--- src/rtl/serial_receiver.sv ---
// serial_receiver: reassembles DATA_W-bit chunks (LSB chunk first) from the
// serial transceiver into one WORD_W-bit operand word. The word is offered
// through a valid/ack handshake, and sticky framing/overrun flags are kept.
module serial_receiver #(
    parameter int DATA_W = 5,
    parameter int WORD_W = 32
) (
    input  logic              clk,
    input  logic              reset,
    input  logic [DATA_W-1:0] din,
    input  logic              dinValid,
    input  logic              dinLast,
    input  logic              doutAck,
    input  logic              clrErr,
    output logic [WORD_W-1:0] dout,
    output logic              doutValid,
    output logic              rxBusy,
    output logic              frameErr,
    output logic              overrun
);

    localparam int NCHUNK = (WORD_W + DATA_W - 1) / DATA_W;
    localparam int IDX_W  = (NCHUNK > 1) ? $clog2(NCHUNK) : 1;
    localparam logic [IDX_W-1:0] LAST_IDX = IDX_W'(NCHUNK - 1);

    typedef enum logic [1:0] {
        IDLE,
        RECV,
        DRAIN
    } state_t;

    state_t              state;
    logic [IDX_W-1:0]    idx;
    logic [WORD_W-1:0]   shreg;

    logic [IDX_W-1:0]    cur_idx;
    logic [WORD_W-1:0]   merged;
    logic                accept;
    logic                at_last;
    logic                complete;
    logic                short_err;
    logic                long_err;
    logic                can_load;

    // Place the incoming chunk into its slice of the partial word; IDLE always
    // starts a fresh word at chunk 0, and bits past WORD_W are dropped.
    always_comb begin
        cur_idx = (state == IDLE) ? '0 : idx;
        merged  = (state == IDLE) ? '0 : shreg;
        for (int b = 0; b < WORD_W; b++) begin
            if (int'(cur_idx) == (b / DATA_W)) begin
                merged[b] = din[b % DATA_W];
            end
        end
    end

    // Classify this cycle's chunk: frame complete, short frame or long frame.
    always_comb begin
        accept    = dinValid && (state != DRAIN);
        at_last   = (cur_idx == LAST_IDX);
        complete  = accept && at_last && dinLast;
        short_err = accept && !at_last && dinLast;
        long_err  = accept && at_last && !dinLast;
        can_load  = !doutValid || doutAck;
    end

    assign rxBusy = (state != IDLE);

    // Frame state machine with the output word, handshake and sticky error flags.
    always_ff @(posedge clk or negedge reset) begin
        if (!reset) begin
            state     <= IDLE;
            idx       <= '0;
            shreg     <= '0;
            dout      <= '0;
            doutValid <= 1'b0;
            frameErr  <= 1'b0;
            overrun   <= 1'b0;
        end else begin
            if (doutValid && doutAck) begin
                doutValid <= 1'b0;
            end
            if (complete && can_load) begin
                dout      <= merged;
                doutValid <= 1'b1;
            end

            if (clrErr) begin
                frameErr <= 1'b0;
                overrun  <= 1'b0;
            end
            if (short_err || long_err) begin
                frameErr <= 1'b1;
            end
            if (complete && !can_load) begin
                overrun <= 1'b1;
            end

            case (state)
                IDLE, RECV: begin
                    if (dinValid) begin
                        if (complete || short_err) begin
                            state <= IDLE;
                            idx   <= '0;
                            shreg <= '0;
                        end else if (long_err) begin
                            state <= DRAIN;
                            idx   <= '0;
                            shreg <= '0;
                        end else begin
                            state <= RECV;
                            idx   <= cur_idx + IDX_W'(1);
                            shreg <= merged;
                        end
                    end
                end
                DRAIN: begin
                    if (dinValid && dinLast) begin
                        state <= IDLE;
                    end
                end
                default: begin
                    state <= IDLE;
                end
            endcase
        end
    end

endmodule

--- config.mk ---
export PLATFORM = sky130hd
export DESIGN_NAME = serial_receiver
export DESIGN_NICKNAME = d
export VERILOG_FILES = /design/src/rtl/serial_receiver.sv
export SDC_FILE = /design/constraint.sdc
export NUM_CORES = 1
export LEC_CHECK = 0
export CAP_MARGIN = 10
export CORE_MARGIN = 1.5
export CORE_UTILIZATION = 25
export DETAILED_ROUTE_END_ITERATION = 16
export DONT_BUFFER_PORTS = 1
export PLACE_DENSITY = 0.35
export SLEW_MARGIN = 20
export SYNTH_ARGS = -nofsm -noshare
export SYNTH_HDL_FRONTEND = slang
export SYNTH_SLANG_ARGS = --single-unit
--- constraint.sdc ---
create_clock -name clk -period 4.8 [get_ports clk]
set_clock_uncertainty 0.1 [all_clocks]
set_input_delay 0.72 -clock clk [delete_from_list [all_inputs] [get_ports clk]]
set_output_delay 0.72 -clock clk [all_outputs]
set_load 0.03 [all_outputs]
==> results.json, run 1 <==
{
  "place_ws_ns": 2.32,
  "power.leakage_nw": 1.75,
  "num-nets-final": 259,
  "cts_num_sinks": 70,
  "cts_setup_buffers": 0,
  "ys_warn_count": 0,
  "cp.arrival_ns": 2.59,
  "initialDrtViolationCount": 92,
  "post-route-cell-area_um2": 3820,
  "synth_top_area_share_pct": 51.1,
  "period_share_pct": 51.5,
  "wl_per_cell_um": 19.7,
  "ir_drop_mv": 0.146,
  "syn_area_um2": 3430,
  "ios": 47,
  "dieWidth_um": 120,
  "die_h_um": 120,
  "grtUsageTotal_pct": 12.9,
  "tritoncts": "built",
  "syn_nets": 267,
  "vias": 1999,
  "vias_per_cell": 4.67,
  "ys_ff_latch": 70,
  "synth-edff-count": 0,
  "rsz0062_at_grt": "no",
  "synth_cell_type_count": 40,
  "placedCellCount": 411,
  "yosys-top-cells-area": "dfrtp_1 51%, mux2_2 14%, a22o_1 7.9%",
  "antenna_found_initial": 0,
  "gr-total-overflow": 0,
  "synthFlopType": "dfrtp_1",
  "nFillCells": 1363,
  "place.gp.congestion": 0.737,
  "cts-buffers-inserted": 9,
  "ys_seq_area_share_pct": 51.1,
  "finalCriticalPeriod_ns": 2.47,
  "post_cts_resized": 0,
  "antenna_left": 0,
  "synth.avg_cell_area_um2": 13.5,
  "htree_levels": 3,
  "drt_pre_antenna_iters": 4,
  "antenna_cells": 0,
  "layoutNonFillerInstCount": 428,
  "clkLatencyLatePin_ns": 0.34,
  "worstSetupStartpointType": "flop",
  "synth-async-reset-ratio_pct": 100,
  "cap_violations": 0,
  "drc": 0,
  "cp_max_fo": 11,
  "slew_headroom_pct": 41.8,
  "p_per_area_nw_per_um2": 353,
  "cts_hold_buf": 1,
  "initial_core_util_pct": 25.8,
  "busiest_layer": "met2",
  "placed_area_um2": 3520,
  "fin_ws_ns": 2.33,
  "outcome": "finished, final reports clean",
  "critPathCaptureType": "flop",
  "setup_tns_ns": 0,
  "hold_ws_ns": 0.175,
  "tightest_slew_ns": 0.871,
  "cts_buffer_depth": 2,
  "critPathKind": "reg2reg",
  "grt_pass1_wl_um": 13700,
  "setup_viol": 0,
  "hold_viol": 0,
  "totalWireLength_um": 8440,
  "drive_above_1_share_pct": 32.9,
  "synth_top_cell_by_area": "dfrtp_1",
  "grt_pass1_vias": 2234,
  "use_met2_pct": 18.5,
  "netlist_instances": 255,
  "grt_start_max_net_pins": 71,
  "dieArea_um2": 14400,
  "core_um2": 13300,
  "fmax_ghz": 0.405,
  "area_growth_pct": 11.5,
  "dp_hpwl_um": 5140,
  "met1_usage_pct": 17.6,
  "met3_usage_pct": 3.71,
  "slew_violations": 0,
  "critPathRequiredTime_ns": 4.92,
  "rows": 42,
  "clock-root-buffer": "clkbuf_16",
  "hold_class": "in2async",
  "port_buffers": 0,
  "path_clk_slew_ns": 0.06
}
-- flip-flops by register name, summed over array words and instances (netlist names) --
register and cells:
dout 32, overrun 1, shreg 30, idx 3, frameErr 1, doutValid 1
state 2
-- final timing paths --
| kind | start | slack [ns] | cells past startpoint | to |
|---|---|---|---|---|
| setup / recovery | state[0] | 2.33 | 7 | dout[18] |
| hold / removal | reset | 0.17 | 1 | dout[19] |
| setup reg to reg | state[0] | 2.33 | 7 | dout[18] |
| hold reg to reg | shreg[4] | 0.39 | 1 | shreg[4] |
| max in group asynchronous | reset | 4.14 | 1 | shreg[27] |
| min in group clk | clrErr | 0.37 | 1 | overrun |
-- synthesized netlist by cell type (2+ instances only) --
| cell type | number |
|---|---|
| o31ai_1 | 3 |
| a21oi_1 | 7 |
| o21ai_0 | 7 |
| dfrtp_1 | 70 |
| nor2b_1 | 6 |
| nor2_1 | 3 |
| o21ai_1 | 2 |
| buf_2 | 6 |
| and3_1 | 4 |
| xnor2_1 | 2 |
| and3b_1 | 2 |
| inv_1 | 3 |
| mux2_2 | 43 |
| buf_4 | 2 |
| nand2b_1 | 4 |
| nand2_1 | 5 |
| clkbuf_1 | 6 |
| nand3b_1 | 4 |
| nor3b_4 | 2 |
| mux2_4 | 10 |
| mux2_1 | 4 |
| nand3_1 | 5 |
| nor3b_2 | 3 |
| a22o_1 | 31 |
| buf_6 | 6 |
-- routing by layer --
layer  part of all wire (%)  up-vias
met3                    4.3       13
met2                     44       37
met4                    2.2        0
met5                      0        -
met1                     50     1015
li1                       -      934
-- power by group --
group	leakage [nW]	switching [W]	internal (W)	total, W
Sequential	0.964	0.0000264	0.000602	0.000629
Clock	0.135	0.000270	0.000364	0.000634
Combinational	0.653	0.0000494	0.0000386	0.0000880
Total	1.75	0.000346	0.00100	0.00135
-- cells in the final DEF (no fill, tap or decap), drive strengths merged --
cell type / instances
clkinv: 4
o21ai: 9
and4b: 1
a32oi: 1
nor2b: 6
nor3b: 5
clkinvlp: 1
nand2: 5
nor3: 1
nand4b: 1
nand3: 5
ha: 1
dfrtp: 70
o32ai: 2
nand3b: 5
and3: 4
clkbuf: 11
buf: 2
nor2: 3
o31ai: 5
xnor2: 2
o21ba: 1
a21oi: 7
and3b: 2
inv: 3
a22o: 31
o41ai: 2
nand2b: 4
nor4b: 1
mux2: 57
-- kinds of logic after synthesis --
| kind of cell | after synthesis | synth area share [%] |
|---|---|---|
| flip-flops | 70 | 51.1 |
| multiplexers | 57 | 19.8 |
| AND/OR/NAND/NOR | 43 | 9.63 |
| XOR/XNOR | 2 | 0.511 |
| buffers and inverters | 24 | 4.41 |
| adder cells (fa/ha/maj) | 1 | 0.365 |
| AO/OA/AOI/OAI | 58 | 14.2 |
-- worst max-delay path, stage by stage (launching register included) --
cell and delay, ns:
dfrtp_1 0.58, nor2_1 0.14, inv_1 0.28, and3_1 0.20, ha_1 0.32, o21ba_2 0.24, a22o_1 0.20, mux2_1 0.29
-- through the flow --
step | util, % | power [W]
global placement | 26.5 | 0.000715
floorplan | - | 0.000707
CTS | 28.8 | 0.00138
detailed placement | 26.5 | 0.000714
finish | 28.8 | 0.00135
global route | 28.8 | 0.00141
-- final cells by class --
class	count	area [um2]	share of cell area [%]
Tap cell	176	220	5.76
Sequential cell	70	1750	45.8
Inverter	3	11.3	0.295
Multi-Input combinational cell	161	1530	40.0
Timing Repair Buffer	2	35.0	0.916
Clock inverter	5	35.0	0.916
Clock buffer	11	243	6.35
Power figures use the tool's default switching activity.
==> inputs of run 2 (changes only) <==
Clock period 4.8 ns to 2.5 ns, I/O delays scaled along.
==> run 2 against run 1 <==
Net effect:
- highest routed layer unchanged
- wire length down 1.6%
- core utilization rose by 0.88 points
- critical path type unchanged
- first-iteration DRC count up 57%
==> results.json, run 2 (same netlist as run 1, synthesis figures left out) <==
{
  "largest_reg_flops": 32,
  "path_clk_slew_ns": 0.06,
  "slew_violations": 0,
  "slew_headroom_pct": 61.7,
  "r2r_cells": 5,
  "setup_viol": 0,
  "period_share_pct": 83.4,
  "cp.arrival_ns": 2.20,
  "hold_class": "in2reg",
  "setup_tns_ns": 0,
  "dieArea_um2": 14400,
  "most-common-layout-cells": "70 x dfrtp_1, 43 x mux2_2, 31 x a22o_1, 12 x buf_4, 10 x mux2_4",
  "drive_above_1_share_pct": 35.5,
  "hold_path_end": "overrun",
  "cts_num_sinks": 70,
  "rr_startpoint": "idx[1]",
  "cap_violations": 0,
  "place.gp.congestion": 0.707,
  "cts-buffers-inserted": 9,
  "initial_core_util_pct": 25.8,
  "core_um2": 13300,
  "initialDrtViolationCount": 144,
  "htree_levels": 3,
  "area_growth_pct": 14.9,
  "fmax_ghz": 0.479,
  "vias_per_cell": 4.64,
  "rows": 42,
  "tightest_slew_ns": 0.575,
  "dieWidth_um": 120,
  "finalCriticalPeriod_ns": 2.09,
  "clkLatencyLatePin_ns": 0.34,
  "critPathKind": "reg2reg",
  "antenna_found_initial": 0,
  "cp_max_fo": 12,
  "fin_util_pct": 29.6,
  "critPathRequiredTime_ns": 2.62,
  "final_common_cell": "dfrtp_1",
  "antenna_left": 0,
  "dp_hpwl_um": 5220,
  "hold_viol": 0,
  "rsz0062_at_grt": "no",
  "ir_drop_mv": 0.277,
  "worstSetupStartpointType": "flop",
  "antenna_cells": 0,
  "die_h_um": 120,
  "hold_depth": 1,
  "num-nets-final": 272,
  "drt_pre_antenna_iters": 4,
  "totalWireLength_um": 8300,
  "gr-total-overflow": 0,
  "power.leakage_nw": 1.83,
  "grt_pass1_wl_um": 13400,
  "reg2reg_to": "dout[18]",
  "hold_start": "clrErr",
  "top_register": "dout",
  "drc": 0,
  "top_regs": "dout x32, shreg x30, idx x3",
  "wl_per_cell_um": 18.8,
  "cts_buffer_depth": 2,
  "tritoncts": "built",
  "clock-root-buffer": "clkbuf_16",
  "grt_pass1_vias": 2231,
  "critPathCaptureType": "flop",
  "vias": 2046,
  "grtUsageTotal_pct": 12.6,
  "port_buffers": 0,
  "ios": 47,
  "grt_start_max_net_pins": 71,
  "outcome": "finished, final reports clean",
  "rrSetupSlack_ns": 0.41,
  "p_per_area_nw_per_um2": 671,
  "cts_setup_buffers": 0
}
==> run 2: cell count changes in the layout (fill, tap and decap cells not counted), sizes merged <==
cell         change
buf             +12
clkinvlp         -1
dlygate4sd3      +1
bufinv           +1
==> run 2: power by group <==
part | switching [W] | total, W | leakage, nW | internal (W)
clock network | 0.000487 | 0.00125 | 0.143 | 0.000766
logic | 0.000107 | 0.000194 | 0.721 | 0.0000875
registers | 0.0000399 | 0.00120 | 0.964 | 0.00116
==> run 2: timing repair <==
item | 4_1_cts | 5_1_grt
hold endpoints to repair | 70 | 0
endpoints found under the setup margin | 0 | 0
resized for setup | 0 | 0
hold buffers | 2 | 0
==> run 2: layout make-up <==
class / count / area, um2
sequential: 70 / 1750
inverter: 3 / 11.3
multi-input combinational: 161 / 1530
tap: 176 / 220
fill: 1360 / 9350
clock buffer: 11 / 233
clock inverter: 5 / 50.0
timing repair buffer: 15 / 148
==> run 2: stage by stage <==
| step | area, um2 | power [W] | setup slack (ns) | hold slack (ns) | std cells |
|---|---|---|---|---|---|
| finish | 3940 | 0.00264 | 0.414 | 0.0263 | 441 |
| CTS | 3940 | 0.00271 | 0.379 | 0.00646 | 441 |
| floorplan | 3430 | 0.00136 | 0.278 | -0.0206 | 255 |
| global route | 3940 | 0.00277 | 0.247 | 0.0280 | 441 |
| global placement | 3620 | 0.00138 | 0.411 | -0.0174 | 423 |
| detailed placement | 3620 | 0.00138 | 0.391 | -0.0170 | 423 |
==> run 2: worst max path at each step <==
stage                      endpoint  slack (ns)  startpoint  cells past startpoint
after floorplan            dout[18]        0.28    state[0]                      8
after global placement     dout[22]        0.41      idx[2]                      3
after detailed placement   dout[22]        0.39      idx[2]                      3
after CTS                  dout[22]        0.38      idx[2]                      3
after global routing      shreg[16]        0.25      idx[1]                      4
final                      dout[18]        0.41      idx[1]                      5
==> run 2: worst max-delay path: stages (launching register included) <==
cell and delay, ns:
dfrtp_1 0.70, and3_1 0.25, ha_1 0.21, o21ba_2 0.22, a22o_1 0.20, mux2_1 0.28
==> run 2: metal layers <==
metal  track usage, %  wire length [um]  vias up
met3             4.28               347       13
met1             16.2              3830     1035
met4             4.91               151        0
li1                 -                 -      961
met2             19.5              3970       37
met5                0                 0        -
==> inputs of run 3 (changes only) <==
Clock period 2.5 ns to 2.1 ns, I/O delays scaled along.
==> run 3 against run 2 <==
Net effect:
- hold slack got worse by 0.010 ns
- clock power is 12% higher
- register-to-register slack worse by 0.29 ns
- combinational power grew 32%
- global-route usage grew 0.23 points
- core utilization is 0.47 points higher
- sequential share of layout area shrank 0.69 points
- maximum frequency increased by 5.6%
- setup slack worse by 0.29 ns
- count of clock-buffer cells in the layout up 1
- critical path type unchanged
- largest cell class unchanged
- largest power group is now sequential cells
==> results.json, run 3 (same netlist as run 1, synthesis figures left out) <==
{
  "critPathKind": "reg2reg",
  "core_um2": 13300,
  "vias": 2108,
  "path_clk_slew_ns": 0.06,
  "slew_headroom_pct": 70.9,
  "gr-total-overflow": 0,
  "port_buffers": 0,
  "setup_viol": 0,
  "cp.arrival_ns": 2.09,
  "place.gp.congestion": 0.725,
  "hold_class": "in2reg",
  "clock-root-buffer": "clkbuf_16",
  "grtUsageTotal_pct": 12.8,
  "post-route-cell-area_um2": 4000,
  "cts_buffer_depth": 2,
  "p_per_area_nw_per_um2": 767,
  "grt_start_max_net_pins": 71,
  "setup_tns_ns": 0,
  "initial_core_util_pct": 25.8,
  "ios": 47,
  "cts-buffers-inserted": 9,
  "antenna_found_initial": 0,
  "crit_buf_inv": 0,
  "initialDrtViolationCount": 91,
  "ir_drop_mv": 0.337,
  "power.leakage_nw": 1.85,
  "top_register": "dout",
  "cap_violations": 0,
  "critPathCaptureType": "flop",
  "cts_num_sinks": 70,
  "multi_input_area_um2": 1540,
  "htree_levels": 3,
  "outcome": "finished, final reports clean",
  "most-common-layout-cells": "70 x dfrtp_1, 43 x mux2_2, 31 x a22o_1, 14 x buf_4, 10 x mux2_4",
  "area.sequential_um2": 1750,
  "rows": 42,
  "rrSetupSlack_ns": 0.12,
  "rsz0062_at_grt": "no",
  "hold_ws_ns": 0.0159,
  "nFillCells": 1349,
  "clkLatencyLatePin_ns": 0.33,
  "finalCriticalPeriod_ns": 1.98,
  "area_growth_pct": 16.7,
  "totalWireLength_um": 8400,
  "critical_path.max_stage_delay_ns": 0.49,
  "fin_util_pct": 30.1,
  "dieArea_um2": 14400,
  "antenna_cells": 0,
  "slew_violations": 0,
  "tightest_slew_ns": 0.434,
  "drive_above_1_share_pct": 36.0,
  "largest_reg_flops": 32,
  "dp_hpwl_um": 5190,
  "worstSetupStartpointType": "flop",
  "cpLargestDelayFamily": "flip-flops",
  "period_share_pct": 94.1,
  "placed_area_um2": 3640,
  "drt_pre_antenna_iters": 4,
  "fmax_ghz": 0.506,
  "grt_pass1_vias": 2280,
  "final_common_cell": "dfrtp_1",
  "vias_per_cell": 4.71,
  "top_regs": "dout x32, shreg x30, idx x3",
  "critPathRequiredTime_ns": 2.21,
  "hold_viol": 0,
  "num-nets-final": 279,
  "tritoncts": "built",
  "antenna_left": 0,
  "dieWidth_um": 120,
  "grt_pass1_wl_um": 13900,
  "drc": 0,
  "cp_cell_sequence": "and3_1 > ha_1 > o21ba_2 > a22o_1 > mux2_1",
  "die_h_um": 120,
  "cp_max_fo": 8,
  "crit_path_top_delay_cell": "dfrtp_1",
  "wl_per_cell_um": 18.8
}
==> run 3: power breakdown <==
part	switching, W	internal [W]
Sequential	0.0000383	0.00138
Combinational	0.000140	0.000115
Clock	0.000573	0.000826
==> run 3: through the flow <==
step	total power [W]	setup WS, ns	instances
6_report	0.00307	0.125	448
3_5_place_dp	0.00165	0.128	425
5_1_grt	0.00323	0.0185	448
4_1_cts	0.00314	0.118	446
2_1_floorplan	0.00162	0.00110	255
3_3_place_gp	0.00165	0.183	425
==> run 3: routing by layer <==
layer	GRT usage, %	routed length (um)	vias up
met1	16.9	3960	1079
li1	-	-	979
met5	0	0	-
met2	19.4	3920	40
met4	5.58	138	0
met3	3.90	380	10
==> run 3: final timing paths <==
path	start	to	cells after the start
min in group asynchronous	reset	dout[17]	2
max	idx[0]	dout[18]	5
max in group asynchronous	reset	dout[0]	2
max reg2reg	idx[0]	dout[18]	5
min	din[2]	shreg[7]	1
min reg2reg	shreg[0]	shreg[0]	1
==> run 3: area by class of cell <==
class	count	share of cell area [%]
Sequential cell	70	43.8
Multi-Input combinational cell	161	38.4
Clock buffer	12	6.16
Tap cell	176	5.50
Timing Repair Buffer	22	5.31
Clock inverter	4	0.563
Inverter	3	0.281
==> run 3: timing repair <==
item	4_1_cts	5_1_grt
gates resized for setup	0	1
endpoints found under the hold margin	74	2
setup buffers	0	0
hold buffers	5	2
endpoints found under the setup margin	0	2
